--- src/rtl/cpu_pkg.sv ---
// Constants and types shared by the CPU front end.
// Holds the instruction-memory address width, the canonical NOP and the fetch state encoding.
package cpu_pkg;

    localparam int          IM_AW    = 10;
    localparam logic [31:0] NOP_WORD = 32'h4000_0009;

    typedef enum logic {
        S_IDLE,
        S_RUN
    } fetch_state_e;

endpackage

--- src/rtl/if_queue_fifo.sv ---
// Instruction queue storage for the fetch front end.
// Each entry is an instruction word plus its PC. A clear drops every entry and wins over push and pop.
module if_queue_fifo #(
    parameter int          DEPTH    = 4,
    parameter int          AW       = 10,
    parameter logic [31:0] NOP_WORD = 32'h4000_0009
) (
    input  logic                     clk,
    input  logic                     rst,
    input  logic                     push,
    input  logic                     pop,
    input  logic                     clear,
    input  logic [31:0]              push_word,
    input  logic [AW-1:0]            push_pc,
    output logic [31:0]              head_word,
    output logic [AW-1:0]            head_pc,
    output logic [$clog2(DEPTH):0]   count,
    output logic                     empty,
    output logic                     full
);
    localparam int IW = $clog2(DEPTH);

    logic [IW:0]     head_q, head_d;
    logic [IW:0]     tail_q, tail_d;
    logic [31:0]     word_q [DEPTH];
    logic [AW-1:0]   pc_q   [DEPTH];
    logic            do_push;
    logic            do_pop;

    // The extra top pointer bit separates a full queue from an empty one at the same index.
    assign empty   = (head_q == tail_q);
    assign full    = (head_q[IW-1:0] == tail_q[IW-1:0]) && (head_q[IW] != tail_q[IW]);
    assign count   = tail_q - head_q;
    assign do_push = push && !clear;
    assign do_pop  = pop && !empty && !clear;

    assign head_word = empty ? NOP_WORD : word_q[head_q[IW-1:0]];
    assign head_pc   = empty ? '0 : pc_q[head_q[IW-1:0]];

    always_comb begin
        head_d = head_q;
        tail_d = tail_q;
        if (clear) begin
            head_d = tail_q;
        end else begin
            if (do_push) tail_d = tail_q + (IW+1)'(1);
            if (do_pop)  head_d = head_q + (IW+1)'(1);
        end
    end

    always_ff @(negedge clk or negedge rst) begin
        if (!rst) begin
            head_q <= '0;
            tail_q <= '0;
        end else begin
            head_q <= head_d;
            tail_q <= tail_d;
        end
    end

    always_ff @(negedge clk) begin
        if (do_push) begin
            word_q[tail_q[IW-1:0]] <= push_word;
            pc_q[tail_q[IW-1:0]]   <= push_pc;
        end
    end

endmodule

--- src/rtl/if_prefetch_queue.sv ---
// Instruction-fetch front end: owns the fetch PC, issues IM reads and queues returned words.
// An epoch tag follows each read so that returns belonging to a redirected-away stream are dropped.
module if_prefetch_queue #(
    parameter int          AW       = cpu_pkg::IM_AW,
    parameter int          DEPTH    = 4,
    parameter logic [AW-1:0] RESET_PC = '0,
    parameter logic [31:0] NOP_WORD = cpu_pkg::NOP_WORD
) (
    input  logic                     clk,
    input  logic                     rst,
    output logic                     IM_enable_fetch,
    output logic                     IM_enable_mem,
    output logic [AW-1:0]            IM_address,
    input  logic [31:0]              IM_data,
    input  logic                     redirect_valid,
    input  logic [AW-1:0]            redirect_pc,
    output logic                     instr_valid,
    output logic [31:0]              instr,
    output logic [AW-1:0]            instr_pc,
    input  logic                     instr_ready,
    output logic [$clog2(DEPTH):0]   queue_count
);
    import cpu_pkg::*;

    localparam int CW = $clog2(DEPTH) + 1;

    fetch_state_e    state_q, state_d;
    logic [AW-1:0]   pc_q, pc_d;
    logic [AW-1:0]   req_pc_q, req_pc_d;
    logic            epoch_q, epoch_d;
    logic            req_epoch_q, req_epoch_d;
    logic            inflight_q, inflight_d;

    logic [CW:0]     reserved;
    logic            issue;
    logic            push;
    logic            pop;
    logic            q_empty;
    logic            q_full;
    logic [31:0]     push_word;

    // Queue slots are claimed when a read is issued, so a return always has room.
    assign reserved = {1'b0, queue_count} + {{CW{1'b0}}, inflight_q};
    assign issue    = (state_q == S_RUN) && !redirect_valid && (reserved < (CW+1)'(DEPTH));

    assign IM_enable_fetch = issue;
    assign IM_enable_mem   = issue;
    assign IM_address      = pc_q;

    assign push      = inflight_q && (req_epoch_q == epoch_q);
    assign push_word = (IM_data == 32'd0) ? NOP_WORD : IM_data;
    assign instr_valid = !q_empty && !redirect_valid;
    assign pop       = instr_valid && instr_ready;

    if_queue_fifo #(
        .DEPTH    (DEPTH),
        .AW       (AW),
        .NOP_WORD (NOP_WORD)
    ) u_fifo (
        .clk       (clk),
        .rst       (rst),
        .push      (push),
        .pop       (pop),
        .clear     (redirect_valid),
        .push_word (push_word),
        .push_pc   (req_pc_q),
        .head_word (instr),
        .head_pc   (instr_pc),
        .count     (queue_count),
        .empty     (q_empty),
        .full      (q_full)
    );

    // A redirect discards the pending read by flipping the epoch and restarts fetch at the target.
    always_comb begin
        state_d     = state_q;
        pc_d        = pc_q;
        req_pc_d    = req_pc_q;
        epoch_d     = epoch_q;
        req_epoch_d = req_epoch_q;
        inflight_d  = issue;
        case (state_q)
            S_IDLE:  state_d = S_RUN;
            default: state_d = S_RUN;
        endcase
        if (redirect_valid) begin
            pc_d       = redirect_pc;
            epoch_d    = ~epoch_q;
            inflight_d = 1'b0;
        end else if (issue) begin
            pc_d        = pc_q + AW'(1);
            req_pc_d    = pc_q;
            req_epoch_d = epoch_q;
        end
    end

    always_ff @(negedge clk or negedge rst) begin
        if (!rst) begin
            state_q     <= S_IDLE;
            pc_q        <= RESET_PC;
            req_pc_q    <= RESET_PC;
            epoch_q     <= 1'b0;
            req_epoch_q <= 1'b0;
            inflight_q  <= 1'b0;
        end else begin
            state_q     <= state_d;
            pc_q        <= pc_d;
            req_pc_q    <= req_pc_d;
            epoch_q     <= epoch_d;
            req_epoch_q <= req_epoch_d;
            inflight_q  <= inflight_d;
        end
    end

endmodule

--- config.mk ---
export PLATFORM = sky130hd
export DESIGN_NAME = if_prefetch_queue
export DESIGN_NICKNAME = d
export VERILOG_FILES = /design/src/rtl/cpu_pkg.sv /design/src/rtl/if_queue_fifo.sv /design/src/rtl/if_prefetch_queue.sv
export SDC_FILE = /design/constraint.sdc
export NUM_CORES = 1
export LEC_CHECK = 0
export ABC_AREA = 1
export CORE_MARGIN = 4
export CORE_UTILIZATION = 56
export DETAILED_ROUTE_END_ITERATION = 10
export PLACE_DENSITY = 0.78
export SKIP_LAST_GASP = 1
export SLEW_MARGIN = 20
export SYNTH_ARGS = -nofsm -noshare
export SYNTH_HDL_FRONTEND = slang
export SYNTH_HIERARCHICAL = 1
export SYNTH_SLANG_ARGS = --single-unit
--- constraint.sdc ---
create_clock -name clk -period 4.4 [get_ports clk]
set_input_delay 0.44 -clock clk [delete_from_list [all_inputs] [get_ports clk]]
set_output_delay 0.44 -clock clk [all_outputs]
set_load 0.02 [all_outputs]
==> results of run 1 <==
==> through the flow <==
step / setup slack, ns / setup TNS, ns / util [%] / cells / total power (uW)
after floorplan: -0.157 / -0.191 / - / 777 / 4940
after detailed placement: -0.393 / -11.47 / 68.7 / 1041 / 6480
final: -0.361 / -12.63 / 83.1 / 1272 / 10100
after global placement: -0.375 / -9.17 / 68.7 / 1041 / 6380
after CTS: -0.300 / -10.35 / 83.0 / 1275 / 9700
after global routing: -0.403 / -14.87 / 83.1 / 1272 / 10600
==> power by group through the flow <==
stage | clock [uW] | combinational, uW | sequential, uW
after floorplan | 228 | 2250 | 2460
after global placement | 228 | 3710 | 2440
after detailed placement | 228 | 3790 | 2460
after CTS | 2280 | 4970 | 2440
after global routing | 2680 | 5440 | 2470
final | 2450 | 5230 | 2450
==> per-layer routing <==
metal | vias up | wire [microns] | share of wire [%]
li1 | 3226 | - | -
met4 | 0 | 1560 | 5.3
met2 | 668 | 14500 | 50
met1 | 3607 | 9810 | 34
met5 | - | 0 | 0
met3 | 148 | 3330 | 11
==> flip-flops by register name, summed over array words and instances, names as in the netlist, 3 cells and up <==
register       cells
u_fifo/tail_q      3
u_fifo/word_q    128
u_fifo/pc_q       40
req_pc_q          10
IM_address        10
u_fifo/head_q      3
==> cells in the final DEF (no fill, tap or decap), types with 3 or more instances in the layout <==
cell type        instances
inv_1                  188
nor2_1                 180
edfxtp_1               168
nand2_1                 92
clkdlybuf4s50_1         55
o21ai_1                 52
buf_6                   44
buf_4                   43
o21ai_0                 31
dfrtn_1                 30
nand3_1                 27
buf_12                  24
a21oi_4                 22
a21oi_2                 18
clkbuf_16               17
nor2_4                   9
o21ai_2                  9
a21oi_1                  7
clkinv_4                 7
ha_1                     6
nand3_2                  5
inv_2                    5
buf_16                   5
buf_8                    5
nor2_2                   4
o21bai_1                 3
xor2_1                   3
bufinv_16                3
o21ai_4                  3
==> area by class of cell <==
type	instances	area [sq um]
clock buffer	17	425
clock inverter	183	818
fill	676	2480
inverter	27	111
multi-input combinational	484	2750
sequential	198	5800
tap	184	230
timing repair buffer	179	2080
==> how the worst max path moves through the flow <==
stage / depth (start not counted) / slack [ns] / start / endpoint
global route: 11 / -0.40 / u_fifo/head_q[1]$_DFFE_NN0P_ / instr[11]
finish: 11 / -0.36 / u_fifo/head_q[1]$_DFFE_NN0P_ / instr_pc[8]
CTS: 11 / -0.30 / u_fifo/tail_q[1]$_DFFE_NN0P_ / instr[2]
floorplan: 9 / -0.16 / u_fifo/tail_q[0]$_DFFE_NN0P_ / IM_enable_mem
global placement: 8 / -0.38 / u_fifo/tail_q[0]$_DFFE_NN0P_ / IM_enable_fetch
detailed placement: 8 / -0.39 / u_fifo/tail_q[0]$_DFFE_NN0P_ / IM_enable_mem
==> critical path: stages, from the launching register on <==
cell,delay [ns]
dfrtn_1,0.48
inv_2,0.09
ha_4,0.23
nand2_4,0.06
inv_2,0.04
nand3_4,0.09
inv_8,0.06
buf_12,0.12
buf_12,0.14
buf_12,0.13
a21oi_4,0.12
buf_6,0.14
==> timing repair <==
item / in CTS / in global routing
resized for setup: 354 / 42
pin swaps: 8 / 10
endpoints found under the setup margin: 48 / 47
gates cloned: 9 / 0
buffers inserted: 28 / 9
==> flow_summary.yaml, run 1 <==
clock_network:
  clockBufferDepth: 2
  clkSlewWorstSetupHoldPaths_ns: 0.05
  holdBufCountCts: 0
  cts.htree.levels: 4
  clock_sinks: 198
  cts_tree: "yes"
  cts_buffers: 17
  cts_root_buffer: "clkbuf_16"
  worstSkewPairLatency_ns: 0.53
finish:
  antenna_cells: 0
  drive_gt1_share_pct: 22.3
  nNetsFinal: 1130
  syn_to_final_growth_pct: 43.3
  fin_area_sq_um: 12200
timing:
  hold_violations: 0
  timing.final.ws_setup_ns: -0.361
  fin_skew_ns: 0.105
  worstMarginPinSlew_ns: 0.536
  rsz0062_at_grt: "yes"
  slew-limit-headroom_pct: 63.9
  setup_viol: 47
  drv_slew: 0
  whs_ns: 0.446
critical_path:
  crit_type: "reg -> out"
  rr_endpoint: "IM_address[0]$_DFFE_NN0P_"
  reg2reg_from: "u_fifo/tail_q[0]$_DFFE_NN0P_"
  arrival_ns: 4.32
  end_kind: "output pin"
  worstPathRequired_ns: 3.96
  worstSetupStartpointType: "flip-flop"
  worstPathMaxFanout: 5
  r2r_cells: 12
  ff2ff_setup_slack_ns: 2.15
drt:
  dr.first_iter.drc_count: 1037
  wire_per_inst_microns: 23.0
  dr.pass1.iters: 6
  vias: 7649
  drt_wl_total_mm: 29.2
  drc_errors: 0
  viasPerCell: 6.01
  antenna_left: 0
placement:
  port_buffers: 103
  hpwl_mm: 12.2
  place_congestion: 0.814
  place_area_sq_um: 10100
power_and_ir_drop:
  ir_drop_v: 0.000584
  p_per_area_nw_per_um2: 829
  p_int_uw: 5720
  sequentialPowerShare_pct: 24.2
  p_switching_uw: 4410
  comb_power_share_pct: 51.6
  switching_share_pct: 43.5
  clock_power_share_pct: 24.2
  leakagePower_uw: 0.00521
worst_hold_path:
  hp-start: "epoch_q$_DFFE_NN0P_"
  whs_endpoint: "epoch_q$_DFFE_NN0P_"
  hold_class: "reg -> reg"
  min_path_cells: 1
job:
  cap_viol_max_count: 0
floorplan:
  die_w_microns: 131
  core_area_sq_um: 14700
  start_util_pct: 58.0
  die_area_sq_um: 17300
  io_pins: 104
  rows: 44
  dieHeight_microns: 131
grt:
  grt_max_degree: 43
  antenna_found_initial: 0
  grt_pass1_vias: 8201
  grt_overflow: 0
  grt_first_pass_wirelength_mm: 43.3
  top_usage_layer: "met2"
  grt_use_met1_pct: 37.4
  met3_usage_pct: 12.1
  grtUsageTotal_pct: 32.9
  met2_usage_pct: 54.3
yosys:
  syn_area_sq_um: 8520
  postSynthAreaPerCell_sq_um: 11.0
  ys_warn_count: 6
  synth_fp_nets: 832
  synthCells: 777
outcome:
  violations: "negative setup slack"
  status: "finished with violations"
Note: power is estimated with default switching activity, not from simulation.
==> run 2, diff against run 1 <==
Settings changed: CORE_UTILIZATION 56 to 60, PLACE_DENSITY 0.78 to 0.83.
Clock period 4.4 ns to 5.9 ns, I/O delays scaled along.
==> run 2 against run 1 <==
Net effect: clock skew decreased by 0.013 ns; critical path depth decreased by 2; combinational power decreased by 54%; non-clock buffer count decreased by 56; first-iteration DRC count decreased by 30%; core utilization decreased by 5.1 points; clock power decreased by 33%; critical path type unchanged; the run now ends clean; wire length decreased by 25%; die area decreased by 6.3%.
==> flow_summary.yaml, run 2 (same netlist as run 1, synthesis figures left out) <==
outcome:
  status: "completed"
finish:
  nNetsFinal: 1074
  fin_area_sq_um: 10800
  largest_reg_flops: 128
  drive_gt1_share_pct: 7.27
  final_cell_mix: "193 x inv_1, 189 x nor2_1, 168 x edfxtp_1, 93 x nand2_1, 57 x clkdlybuf4s50_1"
  final_common_cell: "inv_1"
  antenna_cells: 0
  syn_to_final_growth_pct: 27.0
critical_path:
  ff2ff_setup_slack_ns: 3.57
  worstPathRequired_ns: 5.31
  worstPathMaxFanout: 27
  worst_path_largest_cell_delay_ns: 0.45
  arrival_ns: 5.26
  end_kind: "output pin"
  timing.critical_path.buf_inv: 5
  critPathSlowestCell: "dfrtn_1"
  r2r_cells: 10
  crit_chain: "inv_1, ha_1, nand2_1, inv_1, nand3_2, inv_2, buf_12, a21oi_1, dlygate4sd2_1"
  cpMostUsedCell: "inv_1"
  worstSetupStartpointType: "flip-flop"
  crit_type: "reg -> out"
  path_delay_family: "buffers and inverters"
  cp.depth: 9
timing:
  rsz0062_at_grt: "yes"
  worstMarginPinSlew_ns: 0.569
  whs_ns: 0.452
  setup_tns_ns: 0
  timing.final.ws_setup_ns: 0.0496
  fin_skew_ns: 0.0918
  drv_slew: 0
  slew-limit-headroom_pct: 62.0
  hold_violations: 0
  setup_viol: 0
clock_network:
  cts_tree: "yes"
  cts.htree.levels: 4
  cts_buffers: 17
  clockBufferDepth: 2
  clock_sinks: 198
  cts_root_buffer: "clkbuf_16"
  worstSkewPairLatency_ns: 0.50
  clkSlewWorstSetupHoldPaths_ns: 0.05
drt:
  vias: 6827
  viasPerCell: 5.63
  dr.first_iter.drc_count: 724
  drc_errors: 0
  dr.pass1.iters: 5
  antenna_left: 0
  drt_wl_total_mm: 21.9
  wire_per_inst_microns: 18.1
floorplan:
  io_pins: 104
  rows: 43
  die_w_microns: 127
  start_util_pct: 61.4
  core_area_sq_um: 13900
  die_area_sq_um: 16200
  dieHeight_microns: 127
placement:
  place_area_sq_um: 9600
  place_congestion: 0.852
  hpwl_mm: 11.4
  port_buffers: 103
  place_ws_ns: 0.124
grt:
  grt_pass1_vias: 7328
  grt_overflow: 0
  grt_max_degree: 49
  grtUsageTotal_pct: 27.8
  antenna_found_initial: 1
  grt_first_pass_wirelength_mm: 34.7
power_and_ir_drop:
  sequentialPowerShare_pct: 31.2
  comb_power_share_pct: 40.7
  total_power_uw: 5850
  p_per_area_nw_per_um2: 541
  switching_share_pct: 43.8
  ir_drop_v: 0.000393
  clock_power_share_pct: 28.1
  p_switching_uw: 2570
  p_int_uw: 3290
  leakagePower_uw: 0.00476
worst_hold_path:
  hold_class: "reg -> reg"
  min_path_cells: 1
job:
  cap_viol_max_count: 0
==> run 2: worst paths after layout <==
check	start	to
setup / recovery	u_fifo/tail_q[0]$_DFFE_NN0P_	instr_pc[3]
hold / removal	epoch_q$_DFFE_NN0P_	epoch_q$_DFFE_NN0P_
setup reg to reg	u_fifo/tail_q[0]$_DFFE_NN0P_	IM_address[9]$_DFFE_NN0P_
hold reg to reg	epoch_q$_DFFE_NN0P_	epoch_q$_DFFE_NN0P_
max in group asynchronous	rst	u_fifo/tail_q[0]$_DFFE_NN0P_
min in group asynchronous	rst	IM_address[8]$_DFFE_NN0P_
==> run 2: what timing repair did <==
| action | 4_1_cts | 5_1_grt |
|---|---|---|
| buffers inserted | 1 | 0 |
| setup endpoints to repair | 46 | 45 |
| cloned | 1 | 0 |
| hold buffers | 0 | 0 |
| gates resized for setup | 49 | 17 |
==> run 2: cell type report <==
class	instances	area, sq um
Clock buffer	17	425
Clock inverter	183	788
Fill cell	785	3060
Inverter	27	104
Multi-Input combinational cell	484	2270
Sequential cell	198	5800
Tap cell	180	225
Timing Repair Buffer	123	1220
==> run 2: stage by stage <==
step	util, %	cells
2_1_floorplan	-	777
3_3_place_gp	69.2	1011
3_5_place_dp	69.2	1011
4_1_cts	77.9	1212
5_1_grt	78.0	1212
6_report	78.0	1212
==> run 2: power by group through the flow <==
stage	logic [uW]	registers (uW)	clock network, uW
finish	2380	1830	1640
global route	2550	1840	1830
global placement	2380	1830	170
detailed placement	2440	1840	170
floorplan	1490	1840	170
CTS	2360	1820	1670
==> run 2: per-layer routing <==
layer  track usage [%]  up-vias  share of wire [%]
met5                 0        -              0.032
met4              15.3        2                2.7
met3              9.16       64                9.3
met2              46.2      431                 51
met1              31.9     3228                 37
li1                  -     3102                  -
